## src/rtl/gpu_pkg.sv

```systemverilog
// gpu_pkg: shared texel formats, fetch FSM states and address width
package gpu_pkg;
  localparam int ADR_W_DEF = 19;
  localparam logic [1:0] PIX_4BIT = 2'd0;
  localparam logic [1:0] PIX_8BIT = 2'd1;
  localparam logic [1:0] PIX_16BIT = 2'd2;
  localparam logic [1:0] PIX_RESERVED = 2'd3;
  typedef enum logic [2:0] {
    S_IDLE,
    S_TEX_REQ,
    S_TEX_WAIT,
    S_CLUT_REQ,
    S_CLUT_WAIT,
    S_OUT
  } state_e;
endpackage

```

## src/rtl/tex_index_extract.sv

```systemverilog
// tex_index_extract: picks the palette index out of a VRAM halfword; 16bpp/reserved pass through
module tex_index_extract import gpu_pkg::*; (
  input  logic [15:0] data,
  input  logic [1:0]  sub,
  input  logic [1:0]  fmt,
  output logic [7:0]  idx,
  output logic        is16
);
  always_comb begin
    is16 = fmt[1];
    idx = fmt == PIX_4BIT ? {4'h0, data[{sub, 2'b00} +: 4]} : (sub[0] ? data[15:8] : data[7:0]);
  end
endmodule

```

## src/rtl/tex_fetch_unit.sv

```systemverilog
// tex_fetch_unit: fetches one texel from VRAM, resolves paletted formats through the CLUT
// with a single-entry hit register, and hands a 5:5:5:1 color to the pixel pipeline.
module tex_fetch_unit import gpu_pkg::*; #(
  parameter int ADR_W = ADR_W_DEF,
  parameter bit CLUT_CACHE = 1'b1
) (
  input  logic             clk,
  input  logic             i_rst,
  input  logic             i_texValid,
  output logic             o_texReady,
  input  logic [ADR_W-1:0] i_texAdr,
  input  logic [1:0]       i_subSel,
  input  logic [1:0]       i_texFormat,
  input  logic [5:0]       i_clutX,
  input  logic [8:0]       i_clutY,
  input  logic             i_clutInval,
  output logic             o_memReq,
  output logic [ADR_W-1:0] o_memAdr,
  input  logic             i_memAck,
  input  logic             i_memDValid,
  input  logic [15:0]      i_memData,
  output logic             o_colValid,
  input  logic             i_colReady,
  output logic [15:0]      o_color,
  output logic             o_transparent
);
  state_e state_q, state_d;
  logic [ADR_W-1:0] adr_q, adr_d, hit_adr_q, hit_adr_d, clut_adr;
  logic [1:0] sub_q, sub_d, fmt_q, fmt_d;
  logic [5:0] clutx_q, clutx_d;
  logic [8:0] cluty_q, cluty_d;
  logic [15:0] color_q, color_d, hit_data_q, hit_data_d;
  logic hit_vld_q, hit_vld_d, is16, hit;
  logic [7:0] idx;
  logic [9:0] clut_x;
  tex_index_extract u_idx (.data(i_memData), .sub(sub_q), .fmt(fmt_q), .idx(idx), .is16(is16));
  // X wraps inside the CLUT line; Y never sees a carry
  assign clut_x = {clutx_q, 4'b0000} + {2'b00, idx};
  assign clut_adr = ADR_W'({cluty_q, clut_x});
  assign hit = CLUT_CACHE && hit_vld_q && !i_clutInval && hit_adr_q == clut_adr;
  assign o_texReady = state_q == S_IDLE;
  assign o_memReq = state_q == S_TEX_REQ || state_q == S_CLUT_REQ;
  assign o_memAdr = adr_q;
  assign o_colValid = state_q == S_OUT;
  assign o_color = color_q;
  assign o_transparent = o_colValid && color_q == 16'h0000;
  always_comb begin
    state_d = state_q;
    adr_d = adr_q;
    sub_d = sub_q;
    fmt_d = fmt_q;
    clutx_d = clutx_q;
    cluty_d = cluty_q;
    color_d = color_q;
    hit_adr_d = hit_adr_q;
    hit_data_d = hit_data_q;
    hit_vld_d = hit_vld_q && !i_clutInval;
    case (state_q)
      S_IDLE: if (i_texValid) begin
        adr_d = i_texAdr;
        sub_d = i_subSel;
        fmt_d = i_texFormat;
        clutx_d = i_clutX;
        cluty_d = i_clutY;
        state_d = S_TEX_REQ;
      end
      S_TEX_REQ: state_d = i_memAck ? S_TEX_WAIT : S_TEX_REQ;
      S_TEX_WAIT: if (i_memDValid) begin
        color_d = is16 ? i_memData : hit_data_q;
        adr_d = is16 || hit ? adr_q : clut_adr;
        state_d = is16 || hit ? S_OUT : S_CLUT_REQ;
      end
      S_CLUT_REQ: state_d = i_memAck ? S_CLUT_WAIT : S_CLUT_REQ;
      S_CLUT_WAIT: if (i_memDValid) begin
        color_d = i_memData;
        hit_adr_d = adr_q;
        hit_data_d = i_memData;
        hit_vld_d = 1'b1;
        state_d = S_OUT;
      end
      S_OUT: state_d = i_colReady ? S_IDLE : S_OUT;
      default: state_d = S_IDLE;
    endcase
  end
  always_ff @(posedge clk) begin
    if (i_rst) begin
      state_q <= S_IDLE;
      adr_q <= '0;
      sub_q <= '0;
      fmt_q <= '0;
      clutx_q <= '0;
      cluty_q <= '0;
      color_q <= '0;
      hit_adr_q <= '0;
      hit_data_q <= '0;
      hit_vld_q <= 1'b0;
    end else begin
      state_q <= state_d;
      adr_q <= adr_d;
      sub_q <= sub_d;
      fmt_q <= fmt_d;
      clutx_q <= clutx_d;
      cluty_q <= cluty_d;
      color_q <= color_d;
      hit_adr_q <= hit_adr_d;
      hit_data_q <= hit_data_d;
      hit_vld_q <= hit_vld_d;
    end
  end
endmodule

```

## config.mk

```make
export PLATFORM = sky130hd
export DESIGN_NAME = tex_fetch_unit
export DESIGN_NICKNAME = d
export VERILOG_FILES = /design/src/rtl/gpu_pkg.sv /design/src/rtl/tex_index_extract.sv /design/src/rtl/tex_fetch_unit.sv
export SDC_FILE = /design/constraint.sdc
export NUM_CORES = 1
export LEC_CHECK = 0
export ABC_AREA = 1
export CAP_MARGIN = 20
export CORE_ASPECT_RATIO = 0.6
export CORE_UTILIZATION = 40
export CTS_CLUSTER_DIAMETER = 150
export DETAILED_ROUTE_END_ITERATION = 6
export PLACE_DENSITY = 0.62
export SYNTH_ARGS = -nofsm -noshare
export SYNTH_HDL_FRONTEND = slang
export SYNTH_SLANG_ARGS = --single-unit
export TNS_END_PERCENT = 5
```

## constraint.sdc

```tcl
create_clock -name clk -period 4.35 [get_ports clk]
set_clock_uncertainty 0.15 [all_clocks]
set_input_delay 1.305 -clock clk [delete_from_list [all_inputs] [get_ports clk]]
set_output_delay 1.305 -clock clk [all_outputs]
set_load 0.005 [all_outputs]
```

==> metrics <==
status complete, no violations; worst hold-check path type reg2reg; Final period util 93.7%; Worst-Margin Slew 0.674 ns; synthesized area 4680 um2; die extent in y 85.8 um; first-pass GRT wire length 22900 um; Slew headroom 55.0%; via count 4978; Post-CTS Hold Fix Bufs 0; Yosys warnings 0; setup slack, reg-to-reg 1.09 ns; clk buf depth 2; ant diodes 0; worst flop-to-flop path startpoint sub_q[0]; post-route setup slack 0.273 ns; Post-route DRC 0; RSZ-0062 raised after global routing false; Yosys cell types 30; TritonCTS clock tree yes; fin util 54.0%; count leader, synth nand2_1; hpwl dp 10600 um; GPL Wtd Cong 0.878; width of the die 142 um; pwr dens 378 nW/um2; Syn-to-layout area delta 30.8%; kind of critical path in2reg; Seq/Total Area, Yosys 39.8%; Final min period 4.08 ns; Root Buffer Master clkbuf_16; largest fanout on the critical path 23; crit end category register; mean post-synth cell area 6.57 um2; Synth top cells by count nand2_1, a21oi_1, dfxtp_1, o21ai_0, nand3_1; CTS Buf Count 9; Ports 100; largest net degree at the start of global routing 53; WL met3 964 um; CTS Sinks 93; Cells after Synth 713; Final setup viols 0; IO Port Bufs 99; met1 wire length 7820 um; top post-synthesis cells by area dfxtp_1, nand2_1, a21oi_1, o21ai_0, nand3_1; WL final 14700 um; Worst Reg2Reg Path Length in Cells 19; critical path required time 4.45 ns; Avg Vias per Cell 5.16; WHS Endpoint hit_data_q[4]; number of antenna violations at the first check in global routing 0; P_leak 2.49 nW; Worst Hold Path Cells 2; PostCTS Resize Cnt 0; DR pass1 iterations 5; Post-synth EDFFs 0; Row Count 30; layout cells sized above 1 5.34%; FF-to-FF End o_memAdr[0]; Hold Crit Start hit_data_q[4]; Starting DRT DRC Count 308; worst vdd ir 0.202 mV; vias in the first global route 4393; Post-synth top flop dfxtp_1; gr usage total 24.7%; Skew-Pair Late Insertion Delay 0.35 ns; Clock Pin Slew Worst Setup and Hold Paths 0.07 ns; pre-CTS setup slack -0.0628 ns; Syn Nets 779; post-CTS setup buffer count 0; DIE AREA 12200 um2; Final #Nets 867; WP data arrival 4.17 ns; Final Hold Vio Count 0; GRT overflow 0; post-synth top area share 39.8%; Post-DRT Antenna Nets 0; area leader, netlist dfxtp_1; Startpoint Class input pin; Max Used Layer met4; #FFs+latches synth 93; Max-cap violations 0; share of flip-flops with an asynchronous set or reset 0%; wire length per cell 15.2 um; Core Area 11300 um2; Max Clock Freq 245 MHz; Final Max Slew Viols 0; starting density of the core 41.3%; Routed met2 length 5740 um; htree depth 3
## metrics by stage
stage	power (W)	instance area (um2)	std cells	setup TNS (ns)	hold WS, ns
final	0.00231	6130	965	0	0.308
after global routing	0.00244	6130	965	0	0.329
after CTS	0.00233	6130	965	0	0.310
after detailed placement	0.00154	5840	950	-0.968	0.302
after global placement	0.00153	5840	950	0	0.295
after floorplan	0.00129	4680	713	0	0.288
## critical path: stages
cell and delay (ns):
clkdlybuf4s50_1 0.50, nand2_1 0.10, a21oi_1 0.20, ha_1 0.19, inv_1 0.06, fa_1 0.55, nand2_1 0.08, nand2_1 0.05
nand2_1 0.05, nor2_1 0.09, nand2_1 0.06, nor2_1 0.09, nand2_1 0.06, nor2_1 0.10, nand3_2 0.11, nand3_2 0.11
nand2_4 0.10, buf_12 0.17, a21oi_1 0.13, nor2_1 0.06
## cell usage in the layout, fill, tap and decap left out, types with 3 or more instances in the layout
| cell type | count |
|---|---|
| a21oi_1 | 108 |
| o21ai_0 | 71 |
| nand3_1 | 67 |
| inv_1 | 64 |
| clkdlybuf4s50_1 | 99 |
| nand2_1 | 184 |
| o21ai_1 | 3 |
| ha_1 | 4 |
| dfxtp_1 | 93 |
| nand3_2 | 3 |
| nor2_1 | 54 |
| buf_4 | 16 |
| clkbuf_16 | 9 |
## logic make-up after synthesis
family                     after synthesis  share of synthesized area (%)
adders and majority gates                5                           1.50
buffers and inverters                  107                           9.41
DFF                                     93                           39.8
xor gates and xnor gates                 3                          0.561
AOI/OAI and AO/OA                      185                           19.9
and+or+nand+nor                        320                           28.9
## report_power, final
group	internal [W]	switching, W
combinational	0.000245	0.000317
sequential	0.000911	0.0000512
clock	0.000445	0.000345
## state kept, by name, summed over array words and instances (netlist names), 2 cells and up
name        cells
cluty_q         9
clutx_q         6
hit_adr_q      19
state_q         3
o_memAdr       19
sub_q           2
hit_data_q     16
fmt_q           2
o_color        16
## final cells by class
class                   count  area, um2
clock inverters             5       60.1
inverters                  68        260
fillers                  1163       5210
clock buffers              10        229
flip-flops and latches     93       1860
well taps                 160        200
multi-input cells         513       2380
repair buffers            116       1130
## metal layers
metal / global-route usage, % / up-vias
met4: 5.77 / 0
met3: 4.69 / 14
met1: 38.9 / 2305
li1: - / 2502
met2: 33.7 / 157
met5: 0 / -
## worst max path at each step
stage / startpoint / to / slack (ns) / cells past startpoint
floorplan: i_memData[12] / o_memAdr[10] / 0.77 / 20
global placement: i_memData[12] / o_memAdr[4] / 0.007 / 21
detailed placement: i_memData[12] / o_memAdr[0] / -0.06 / 20
CTS: i_memData[12] / o_memAdr[0] / 0.31 / 20
global route: i_memData[4] / o_memAdr[12] / 0.02 / 22
finish: i_memData[12] / o_memAdr[0] / 0.27 / 20
(Power assumes the default switching activity.)
